### src/rtl/uart_rx_ctrl.sv
// UART receive frame sequencer: start/data/parity/stop tracking on oversample ticks,
// LSB-first word assembly and registered valid/error strobes.
module uart_rx_ctrl #(
    parameter int DATA_BITS  = 8,
    parameter int OVERSAMPLE = 4,
    parameter int PARITY_EN  = 0,
    parameter int PARITY_ODD = 0
) (
    input  logic                 i_clk,
    input  logic                 i_rst_n,
    input  logic                 i_baudclk,
    input  logic                 i_zerodetected,
    input  logic                 i_onedetected,
    input  logic                 i_rx_en,
    output logic [DATA_BITS-1:0] o_data,
    output logic                 o_valid,
    output logic                 o_frame_err,
    output logic                 o_parity_err,
    output logic                 o_noise_err,
    output logic                 o_busy
);

    localparam int TW = (OVERSAMPLE > 1) ? $clog2(OVERSAMPLE) : 1;
    localparam int BW = $clog2(DATA_BITS);
    localparam logic [TW-1:0] TCNT_MAX = TW'(OVERSAMPLE - 1);
    localparam logic [BW-1:0] BCNT_MAX = BW'(DATA_BITS - 1);

    typedef enum logic [2:0] {
        S_IDLE,
        S_DATA,
        S_PARITY,
        S_STOP,
        S_WAIT_IDLE
    } state_t;

    state_t                r_state;
    state_t                w_state_nxt;
    logic [TW-1:0]         r_tcnt;
    logic [BW-1:0]         r_bcnt;
    logic [DATA_BITS-1:0]  r_shift;
    logic                  r_par;
    logic                  r_perr;
    logic                  r_noise;

    logic w_decide;
    logic w_bit;
    logic w_bit_noise;
    logic w_noise_any;
    logic w_stop_ok;
    logic w_stop_bad;

    // Both flags set is impossible from a sane checker; it is folded into noise with value 1.
    assign w_bit       = i_onedetected;
    assign w_bit_noise = ~(i_zerodetected ^ i_onedetected);
    assign w_decide    = i_baudclk && (r_tcnt == TCNT_MAX);
    assign w_noise_any = r_noise | w_bit_noise;
    assign o_busy      = (r_state != S_IDLE);

    always_comb begin
        w_state_nxt = r_state;
        w_stop_ok   = 1'b0;
        w_stop_bad  = 1'b0;
        case (r_state)
            S_IDLE: begin
                if (i_baudclk && i_rx_en && i_zerodetected)
                    w_state_nxt = S_DATA;
            end
            S_DATA: begin
                if (w_decide && (r_bcnt == BCNT_MAX))
                    w_state_nxt = (PARITY_EN != 0) ? S_PARITY : S_STOP;
            end
            S_PARITY: begin
                if (w_decide)
                    w_state_nxt = S_STOP;
            end
            S_STOP: begin
                if (w_decide) begin
                    w_stop_ok   = w_bit;
                    w_stop_bad  = ~w_bit;
                    w_state_nxt = w_bit ? S_IDLE : S_WAIT_IDLE;
                end
            end
            S_WAIT_IDLE: begin
                if (i_baudclk && i_onedetected)
                    w_state_nxt = S_IDLE;
            end
            default: w_state_nxt = S_IDLE;
        endcase
    end

    always_ff @(posedge i_clk) begin
        if (!i_rst_n) begin
            r_state      <= S_IDLE;
            r_tcnt       <= '0;
            r_bcnt       <= '0;
            r_par        <= 1'b0;
            r_perr       <= 1'b0;
            r_noise      <= 1'b0;
            o_data       <= '0;
            o_valid      <= 1'b0;
            o_frame_err  <= 1'b0;
            o_parity_err <= 1'b0;
            o_noise_err  <= 1'b0;
        end else begin
            r_state      <= w_state_nxt;
            o_valid      <= w_stop_ok && !r_perr && !w_noise_any;
            o_parity_err <= w_stop_ok && r_perr;
            o_noise_err  <= w_stop_ok && w_noise_any;
            o_frame_err  <= w_stop_bad;
            if (w_stop_ok)
                o_data <= r_shift;

            if (r_state == S_IDLE) begin
                r_tcnt  <= '0;
                r_bcnt  <= '0;
                r_par   <= 1'b0;
                r_perr  <= 1'b0;
                r_noise <= 1'b0;
            end else if (i_baudclk && (r_state != S_WAIT_IDLE)) begin
                r_tcnt <= w_decide ? '0 : r_tcnt + 1'b1;
                if (w_decide) begin
                    r_noise <= r_noise | w_bit_noise;
                    if (r_state == S_DATA) begin
                        r_par  <= r_par ^ w_bit;
                        r_bcnt <= (r_bcnt == BCNT_MAX) ? '0 : r_bcnt + 1'b1;
                    end
                    if (r_state == S_PARITY)
                        r_perr <= r_par ^ w_bit ^ (PARITY_ODD != 0);
                end
            end
        end
    end

    // Data path shift register: no reset needed, only read on an accepted stop bit.
    always_ff @(posedge i_clk) begin
        if (w_decide && (r_state == S_DATA))
            r_shift <= {w_bit, r_shift[DATA_BITS-1:1]};
    end

endmodule

### config.mk
export PLATFORM = sky130hd
export DESIGN_NAME = uart_rx_ctrl
export DESIGN_NICKNAME = d
export VERILOG_FILES = /design/src/rtl/uart_rx_ctrl.sv
export SDC_FILE = /design/constraint.sdc
export NUM_CORES = 1
export LEC_CHECK = 0
export BUFFER_PORTS_ARGS = -buffer_cell sky130_fd_sc_hd__buf_2
export CAP_MARGIN = 20
export CORE_AREA = 3 3 53 55
export CTS_CLUSTER_DIAMETER = 30
export DETAILED_ROUTE_END_ITERATION = 8
export DIE_AREA = 0 0 56 58
export PLACE_DENSITY = 0.77
export SLEW_MARGIN = 0
export SYNTH_ARGS = -nofsm -noshare
export SYNTH_HDL_FRONTEND = slang
export SYNTH_SLANG_ARGS = --single-unit
### constraint.sdc
create_clock -name i_clk -period 1.75 [get_ports i_clk]
set_input_delay 0.0875 -clock i_clk [delete_from_list [all_inputs] [get_ports i_clk]]
set_output_delay 0.0875 -clock i_clk [all_outputs]
set_load 0.005 [all_outputs]
==> results of run 1 <==
[worst max-delay path: stages, from the launching register on]
cell and delay, ns:
dfxtp_1 0.63, nand3_1 0.36, nor4b_1 0.32, o21a_1 0.17
[per-stage QoR]
step           util [%]  hold slack [ns]  cell area (um2)  std cells
2_1_floorplan         -            0.186             1310        126
3_3_place_gp       57.4            0.418             1400        167
3_5_place_dp       57.4            0.428             1400        167
4_1_cts            60.2           0.0705             1460        175
5_1_grt            60.2           0.0721             1460        175
6_report           60.2           0.0816             1460        175
[final cells by class]
class                   count  share of cell area, %
clock buffers               8                   4.70
inverters                   5                   1.28
multi-input cells          82                   36.9
flip-flops and latches     31                   47.9
well taps                  30                   2.56
repair buffers             19                   6.67
[per-layer routing]
layer	vias to the layer above	share of wire, %
met2	32	48
met1	471	44
met4	0	1.8
met3	4	6.4
met5	-	0
li1	503	-
[sequential cells by signal (all words and copies together), names as in the netlist, 2 cells and up]
signal,cells
r_shift,8
r_tcnt,2
r_state,3
o_data,8
r_bcnt,3
[layout by cell type (no fill, tap or decap), types with 2 or more instances in the layout]
master and instances:
ha_1 3, clkbuf_4 5, nand2_1 2, nor2_1 6, xnor2_1 2, clkbuf_8 2
buf_2 18, a21oi_1 9, edfxtp_1 8, a21boi_0 8, nand3b_1 2, o21ai_0 14
or3_1 2, or4_1 2, nand3_1 12, dfxtp_1 23, inv_1 5
[kinds of logic after synthesis]
| logic type | Yosys count | share of synthesized area, % |
|---|---|---|
| and+or+nand+nor | 39 | 19.4 |
| AOI/OAI and AO/OA | 38 | 17.7 |
| DFF | 31 | 53.5 |
| buffers and inverters | 13 | 5.25 |
| adders and majority gates | 3 | 2.87 |
| xor gates and xnor gates | 2 | 1.34 |
[final timing paths]
kind / start / to / slack, ns / cells past startpoint
worst min register to register: r_shift[4] / r_shift[3] / 0.46 / 0
worst min-delay path: i_onedetected / o_frame_err / 0.08 / 2
worst max-delay path: r_state[1] / r_state[2] / 0.22 / 3
worst max register to register: r_state[1] / r_state[2] / 0.22 / 3
[power groups by stage]
stage,Combinational [uW],Sequential (uW),Clock (uW)
after floorplan,34.5,751,0
after global placement,40.8,753,0
after detailed placement,41.9,753,0
after CTS,41.9,737,481
after global routing,46.5,737,514
final,42.2,737,464
==> results.md, run 1 <==
- Remaining global-route overflow: 0
- Syn_nets: 135
- Startpoint Class: flip-flop
- CTS Buffer Depth: 2
- Die Area: 3250 um2
- Max Clk Rate: 0.654 GHz
- Gr busiest metal: met2
- Nets: 153
- Routability Congestion: 0.831
- Initial antenna violation count: 0
- First-pass GRT wire length: 4.17 mm
- Setup TNS: 0 ns
- Fillers: 211
- Peak VDD IR: 0.675 mV
- Int Pwr: 984 uW
- Post-Syn Area: 1310 um2
- # hold bufs at CTS: 0
- Final WS setup: 0.221 ns
- Share of cells above drive strength 1: 22.1%
- Post-synthesis sequential area ratio: 53.5%
- Worst Tran Pin Value: 0.484 ns
- Synth area leader: dfxtp_1
- Drt pass-1 iters: 4
- PD cells: 849 nW/um2
- DR vias: 1010
- Gr usage total: 16.8%
- Worst EP required: 2.03 ns
- Seq pwr share: 59.3%
- Yosys reg bits: 31
- Drt total wl: 2.46 mm
- Clock share of power: 37.3%
- Setup Skew: 0.00566 ns
- Most common cell in the netlist: dfxtp_1
- Sequential Area: 701 um2
- Leakage: 0.000563 uW
- Fin. Hold Viols: 0
- Largest net degree at the start of global routing: 18
- H-tree depth: 2
- Worst Setup Slack post-DPL: 0.218 ns
- Die width: 56 um
- Skew-Pair Late Insertion Delay: 0.32 ns
- Vias in the first global route: 960
- Setup bufs post-CTS: 0
- Core footprint: 2430 um2
- Iter 0 DRT Violations: 18
- Area growth syn-to-layout: 11.7%
- Post-synth EDFFs: 8
- Total CTS buffers: 5
- Net Sw Frac: 20.8%
- CTS Sinks: 31
- Sw power: 259 uW
- Port Buffers: 18
- Gate power share: 3.4%
- Max_cap viols: 0
- Clk slew on worst S/H paths: 0.09 ns
- Die height: 58 um
- Post-synth top cells: 23 x dfxtp_1, 14 x o21ai_0, 12 x nand3_1
- Met1 usage: 21.3%
- Slew Limit Fails: 0
- Critical Path Sink Type: flip-flop
- Mean Syn Cell Area: 10.4 um2
- Tcrit/Tclk final: 87.3%
- Diodes inserted: 0
- Synth top area share: 35.1%
- Synth cell types: 38
- Vias per cell: 5.77
- Hold Path Class: input pin to flip-flop
- Synthesized netlist cell count: 126
- Dpl hpwl: 1.77 mm
- Critical path type: flip-flop to flip-flop
- Multi-input gate area: 541 um2
- Initial Util: 53.9%
- Crit path DAT: 1.80 ns
- CP max FO: 17
- CTS tree: built
- Top-level I/O count: 19
- DRT antenna net count: 0
- Slew headroom: 67.7%
- # DRC: 0
- Main flop type after synthesis: dfxtp_1
- Power Total: 1240 uW
- Ranking of synthesized cells by area: dfxtp_1 35%, edfxtp_1 18%, o21ai_0 5.3%
- Met3 Usage GRT: 6.01%
- Async S/R FF share, synth: 0%
- # rows: 18
- Min Tclk post-route: 1.53 ns
- GRT met2 Usage: 25.4%
- Final setup violation count: 0
- Status: complete, no violations
- # resized after CTS: 0
- Clock root buffer: clkbuf_4
- Ys Warns: 0
- RSZ-0062 raised after global routing: no
- Routed WL per cell: 14.0 um
No activity file was read; power rests on OpenSTA's default activity.
==> inputs of run 2 (changes only) <==
--- a/config.mk
+++ b/config.mk
@@ -11,7 +11,7 @@
 export CTS_CLUSTER_DIAMETER = 30
 export DETAILED_ROUTE_END_ITERATION = 8
 export DIE_AREA = 0 0 56 58
-export PLACE_DENSITY = 0.77
+export PLACE_DENSITY = 0.75
 export SLEW_MARGIN = 0
 export SYNTH_ARGS = -nofsm -noshare
 export SYNTH_HDL_FRONTEND = slang
==> run 2 against run 1 <==
Sequential cell count unchanged. Non-clock buffer count is the same. Critical path depth grew 1. Highest routed layer unchanged. Largest power group unchanged.
==> results.md, run 2 (synthesis gave the netlist of run 1 again) <==
- Setup TNS: 0 ns
- Min-delay src: i_onedetected
- # resized after CTS: 0
- Critical Path Sink Type: flip-flop
- Finished Cell Area: 1450 um2
- CTS tree: built
- Fin. Hold Viols: 0
- Diodes inserted: 0
- Die width: 56 um
- Critical path type: flip-flop to flip-flop
- Drt pass-1 iters: 4
- Gr usage total: 16.7%
- Startpoint Class: flip-flop
- Dpl hpwl: 1.73 mm
- Reg2reg setup slack: 0.21 ns
- Peak VDD IR: 0.591 mV
- Routability Congestion: 0.779
- Core footprint: 2430 um2
- Worst EP required: 2.03 ns
- Biggest regs: o_data (8), r_shift (8)
- Port Buffers: 18
- Hold endpoint: o_frame_err
- DR vias: 996
- Initial Util: 53.9%
- # DRC: 0
- Routed WL per cell: 14.0 um
- Leakage: 0.000554 uW
- Iter 0 DRT Violations: 28
- Initial antenna violation count: 0
- Vias in the first global route: 949
- Fillers: 216
- Cell Area, Placed: 1400 um2
- Crit path DAT: 1.82 ns
- Die height: 58 um
- Share of cells above drive strength 1: 21.4%
- Sequential Area: 701 um2
- Status: complete, no violations
- Reg2Reg Depth: 4
- H-tree depth: 2
- CTS Sinks: 31
- CP max FO: 10
- # rows: 18
- Tcrit/Tclk final: 88.1%
- Largest net degree at the start of global routing: 18
- Worst r2r dst: r_state[2]
- Drt total wl: 2.46 mm
- Worst Tran Pin Value: 0.477 ns
- R2r startpoint: r_tcnt[0]
- First-pass GRT wire length: 4.18 mm
- Setup Skew: 0.00774 ns
- # hold bufs at CTS: 0
- Top-level I/O count: 19
- Nets: 153
- Hold path depth: 2
- Commonest non-fill, non-tap cell in the layout: dfxtp_1
- Area growth syn-to-layout: 10.3%
- CTS Buffer Depth: 2
- Skew-Pair Late Insertion Delay: 0.32 ns
- Max_cap viols: 0
- Hold Path Class: input pin to flip-flop
- DRT antenna net count: 0
- Max Clk Rate: 0.649 GHz
- Die Area: 3250 um2
- Vias per cell: 5.69
- RSZ-0062 raised after global routing: no
- Slew Limit Fails: 0
- Clock root buffer: clkbuf_4
- Setup bufs post-CTS: 0
- CP startpoint: r_tcnt[0]
- Min Tclk post-route: 1.54 ns
- Final setup violation count: 0
- Clk slew on worst S/H paths: 0.09 ns
- Most frequent cells in the layout: 23 x dfxtp_1, 18 x buf_2, 14 x o21ai_0
- PD cells: 803 nW/um2
- Total CTS buffers: 5
- Slew headroom: 68.2%
- Remaining global-route overflow: 0
- Multi-input gate area: 541 um2
-- run 2: worst max-delay path by stage --
stage | end | slack, ns | cells past startpoint
final | r_state[2] | 0.21 | 4
after global routing | r_state[2] | 0.03 | 3
after CTS | r_state[2] | 0.21 | 4
after detailed placement | r_state[2] | 0.21 | 4
after global placement | r_state[2] | 0.32 | 4
after floorplan | r_shift[0] | 0.24 | 3
-- run 2: through the flow --
step	setup slack (ns)	instances	utilization [%]	hold slack [ns]	power, uW
final	0.208	175	59.4	0.0818	1160
after global routing	0.0331	175	59.4	0.0857	1200
after CTS	0.207	175	59.4	0.0734	1170
after detailed placement	0.213	167	57.4	0.424	795
after global placement	0.316	167	57.4	0.423	794
after floorplan	0.239	126	-	0.186	785
-- run 2: worst max-delay path, stage by stage (launching register included) --
cell	delay, ns
dfxtp_1	0.35
ha_1	0.34
nand3_1	0.32
nor4b_1	0.33
o21a_1	0.16
-- run 2: layout make-up --
type	instances	share of cell area (%)
Inverter	5	1.30
Clock buffer	7	3.12
Clock inverter	1	0.346
Sequential cell	31	48.5
Multi-Input combinational cell	82	37.4
Timing Repair Buffer	19	6.75
Tap cell	30	2.60
-- run 2: power breakdown --
| group | internal (uW) | switching [uW] |
|---|---|---|
| Combinational | 15.6 | 26.6 |
| Clock | 156 | 226 |
| Sequential | 732 | 4.66 |
| Total | 904 | 257 |
-- run 2: layer usage --
layer | vias to the layer above | part of all wire [%] | GRT usage (%)
met5 | - | 0 | 0
met4 | 0 | 1.7 | 9.15
met3 | 5 | 3.5 | 4.01
met2 | 18 | 47 | 27.5
met1 | 473 | 48 | 20.3
li1 | 500 | - | -
==> inputs of run 3 (changes only) <==
==> constraint.sdc (replaced) <==
create_clock -name i_clk -period 1.5 [get_ports i_clk]
set_input_delay 0.075 -clock i_clk [delete_from_list [all_inputs] [get_ports i_clk]]
set_output_delay 0.075 -clock i_clk [all_outputs]
set_load 0.005 [all_outputs]
==> run 3 against run 2 <==
Combinational power increased by 20%. Via count is 2.4% higher. First-iteration DRC count rose by 3.6%. Hold slack worse by 0.0066 ns. Maximum frequency up 9.7%. Count of clock-buffer cells in the layout did not move. Total power grew 17%. Critical path depth unchanged. Final area rose by 2.5%. Sequential power grew 17%. Critical path type unchanged. Critical endpoint is now r_par.
==> results.md, run 3 (synthesis gave the netlist of run 1 again) <==
- Nets: 155
- Dpl hpwl: 1.79 mm
- Finished Cell Area: 1480 um2
- Max_cap viols: 0
- Worst EP required: 1.76 ns
- Slew Limit Fails: 0
- Status: complete, no violations
- Max Clk Rate: 0.712 GHz
- Met1 usage: 21.0%
- Die Area: 3250 um2
- Die width: 56 um
- Drt pass-1 iters: 4
- Routability Congestion: 0.818
- Crit path DAT: 1.67 ns
- Drt total wl: 2.63 mm
- Routed WL per cell: 14.9 um
- Largest net degree at the start of global routing: 14
- Port Buffers: 18
- Worst Tran Pin Value: 0.348 ns
- Tcrit/Tclk final: 93.7%
- Top-level I/O count: 19
- Startpoint Class: flip-flop
- Vias per cell: 5.76
- Family with the most delay on the worst path: simple AND/OR/NAND/NOR gates
- Skew-Pair Late Insertion Delay: 0.33 ns
- Setup Skew: 0.00345 ns
- Die height: 58 um
- Cell Area, Placed: 1410 um2
- CTS Sinks: 31
- Vias in the first global route: 998
- Met3 Usage GRT: 6.90%
- Hold slack: 0.0752 ns
- Total CTS buffers: 5
- Critical path type: flip-flop to flip-flop
- Fillers: 203
- Final setup violation count: 0
- Slew headroom: 76.8%
- CP max FO: 8
- DR vias: 1020
- # DRC: 0
- PD cells: 920 nW/um2
- Critical Path Sink Type: flip-flop
- Commonest non-fill, non-tap cell in the layout: dfxtp_1
- GRT met2 Usage: 29.0%
- RSZ-0062 raised after global routing: no
- Diodes inserted: 0
- CP peak stage delay: 0.45 ns
- Cells along the critical path: ha_4, nand4b_4, or4_4, a21oi_2
- Initial antenna violation count: 0
- Core footprint: 2430 um2
- Clock root buffer: clkbuf_4
- Area growth syn-to-layout: 13.1%
- Critical path's slowest cell: or4_4
- DRT antenna net count: 0
- Power Total: 1360 uW
- # rows: 18
- Gr usage total: 18.0%
- Hold Path Class: input pin to flip-flop
- First-pass GRT wire length: 4.50 mm
- CTS Buffer Depth: 2
- H-tree depth: 2
- Iter 0 DRT Violations: 29
- Biggest regs: o_data (8), r_shift (8)
- Min Tclk post-route: 1.41 ns
- Leakage: 0.000559 uW
- Initial Util: 53.9%
- Share of cells above drive strength 1: 25.2%
- Setup bufs post-CTS: 0
- Setup TNS: 0 ns
- Remaining global-route overflow: 0
- Gr busiest metal: met2
- Clk slew on worst S/H paths: 0.09 ns
- CP bufs+invs: 0
- Fin. Hold Viols: 0
- Most frequent cells in the layout: 22 x dfxtp_1, 18 x buf_2, 14 x o21ai_0
- Peak VDD IR: 0.598 mV
- CTS tree: built
-- run 3: cell types whose count changed in the layout (fill, tap and decap cells not counted), sizes merged --
cell / previous run / this run
buf: 19 / 21
-- run 3: metrics by stage --
stage          instances  utilization [%]  worst slack, ns
2_1_floorplan        126                -            0.131
3_3_place_gp         169             58.1           0.0623
3_5_place_dp         169             58.1         0.000541
4_1_cts              177             60.2           0.0445
5_1_grt              177             60.9           0.0333
6_report             177             60.9           0.0946
-- run 3: repair_timing --
| item | 4_1_cts | 5_1_grt |
|---|---|---|
| hold buffers | 0 | 0 |
| gates cloned | 0 | 0 |
| endpoints found under the setup margin | 1 | 10 |
| resized for setup | 1 | 4 |
-- run 3: worst reg2reg max path: cells and delay by family (launching register included) --
kind,cells,cell delay (ns)
adders and majority gates,1,0.21
AOI/OAI and AO/OA,1,0.14
and+or+nand+nor,2,0.61
DFF,1,0.40
-- run 3: worst paths after layout --
path | cells past startpoint | slack, ns | endpoint | from
setup / recovery | 4 | 0.09 | r_par | r_tcnt[0]
hold / removal | 2 | 0.08 | o_frame_err | i_onedetected
setup reg to reg | 4 | 0.09 | r_par | r_tcnt[0]
hold reg to reg | 2 | 0.46 | o_parity_err | r_perr
-- run 3: metal layers --
metal	vias up	routed length (um)
met5	-	0
met4	0	65
met3	9	140
met2	29	1260
met1	479	1170
li1	503	-
-- run 3: where the power goes --
part | switching (uW) | internal (uW)
registers | 5.52 | 854
logic | 32.0 | 18.5
clock network | 270 | 182
-- run 3: cell type report --
cell class / count / area (um2) / area share, %
Timing Repair Buffer: 21 / 113 / 7.60
Inverter: 5 / 18.8 / 1.27
Clock buffer: 7 / 45.0 / 3.04
Clock inverter: 1 / 5.00 / 0.338
Sequential cell: 31 / 702 / 47.4
Tap cell: 30 / 37.5 / 2.53
Multi-Input combinational cell: 82 / 561 / 37.8
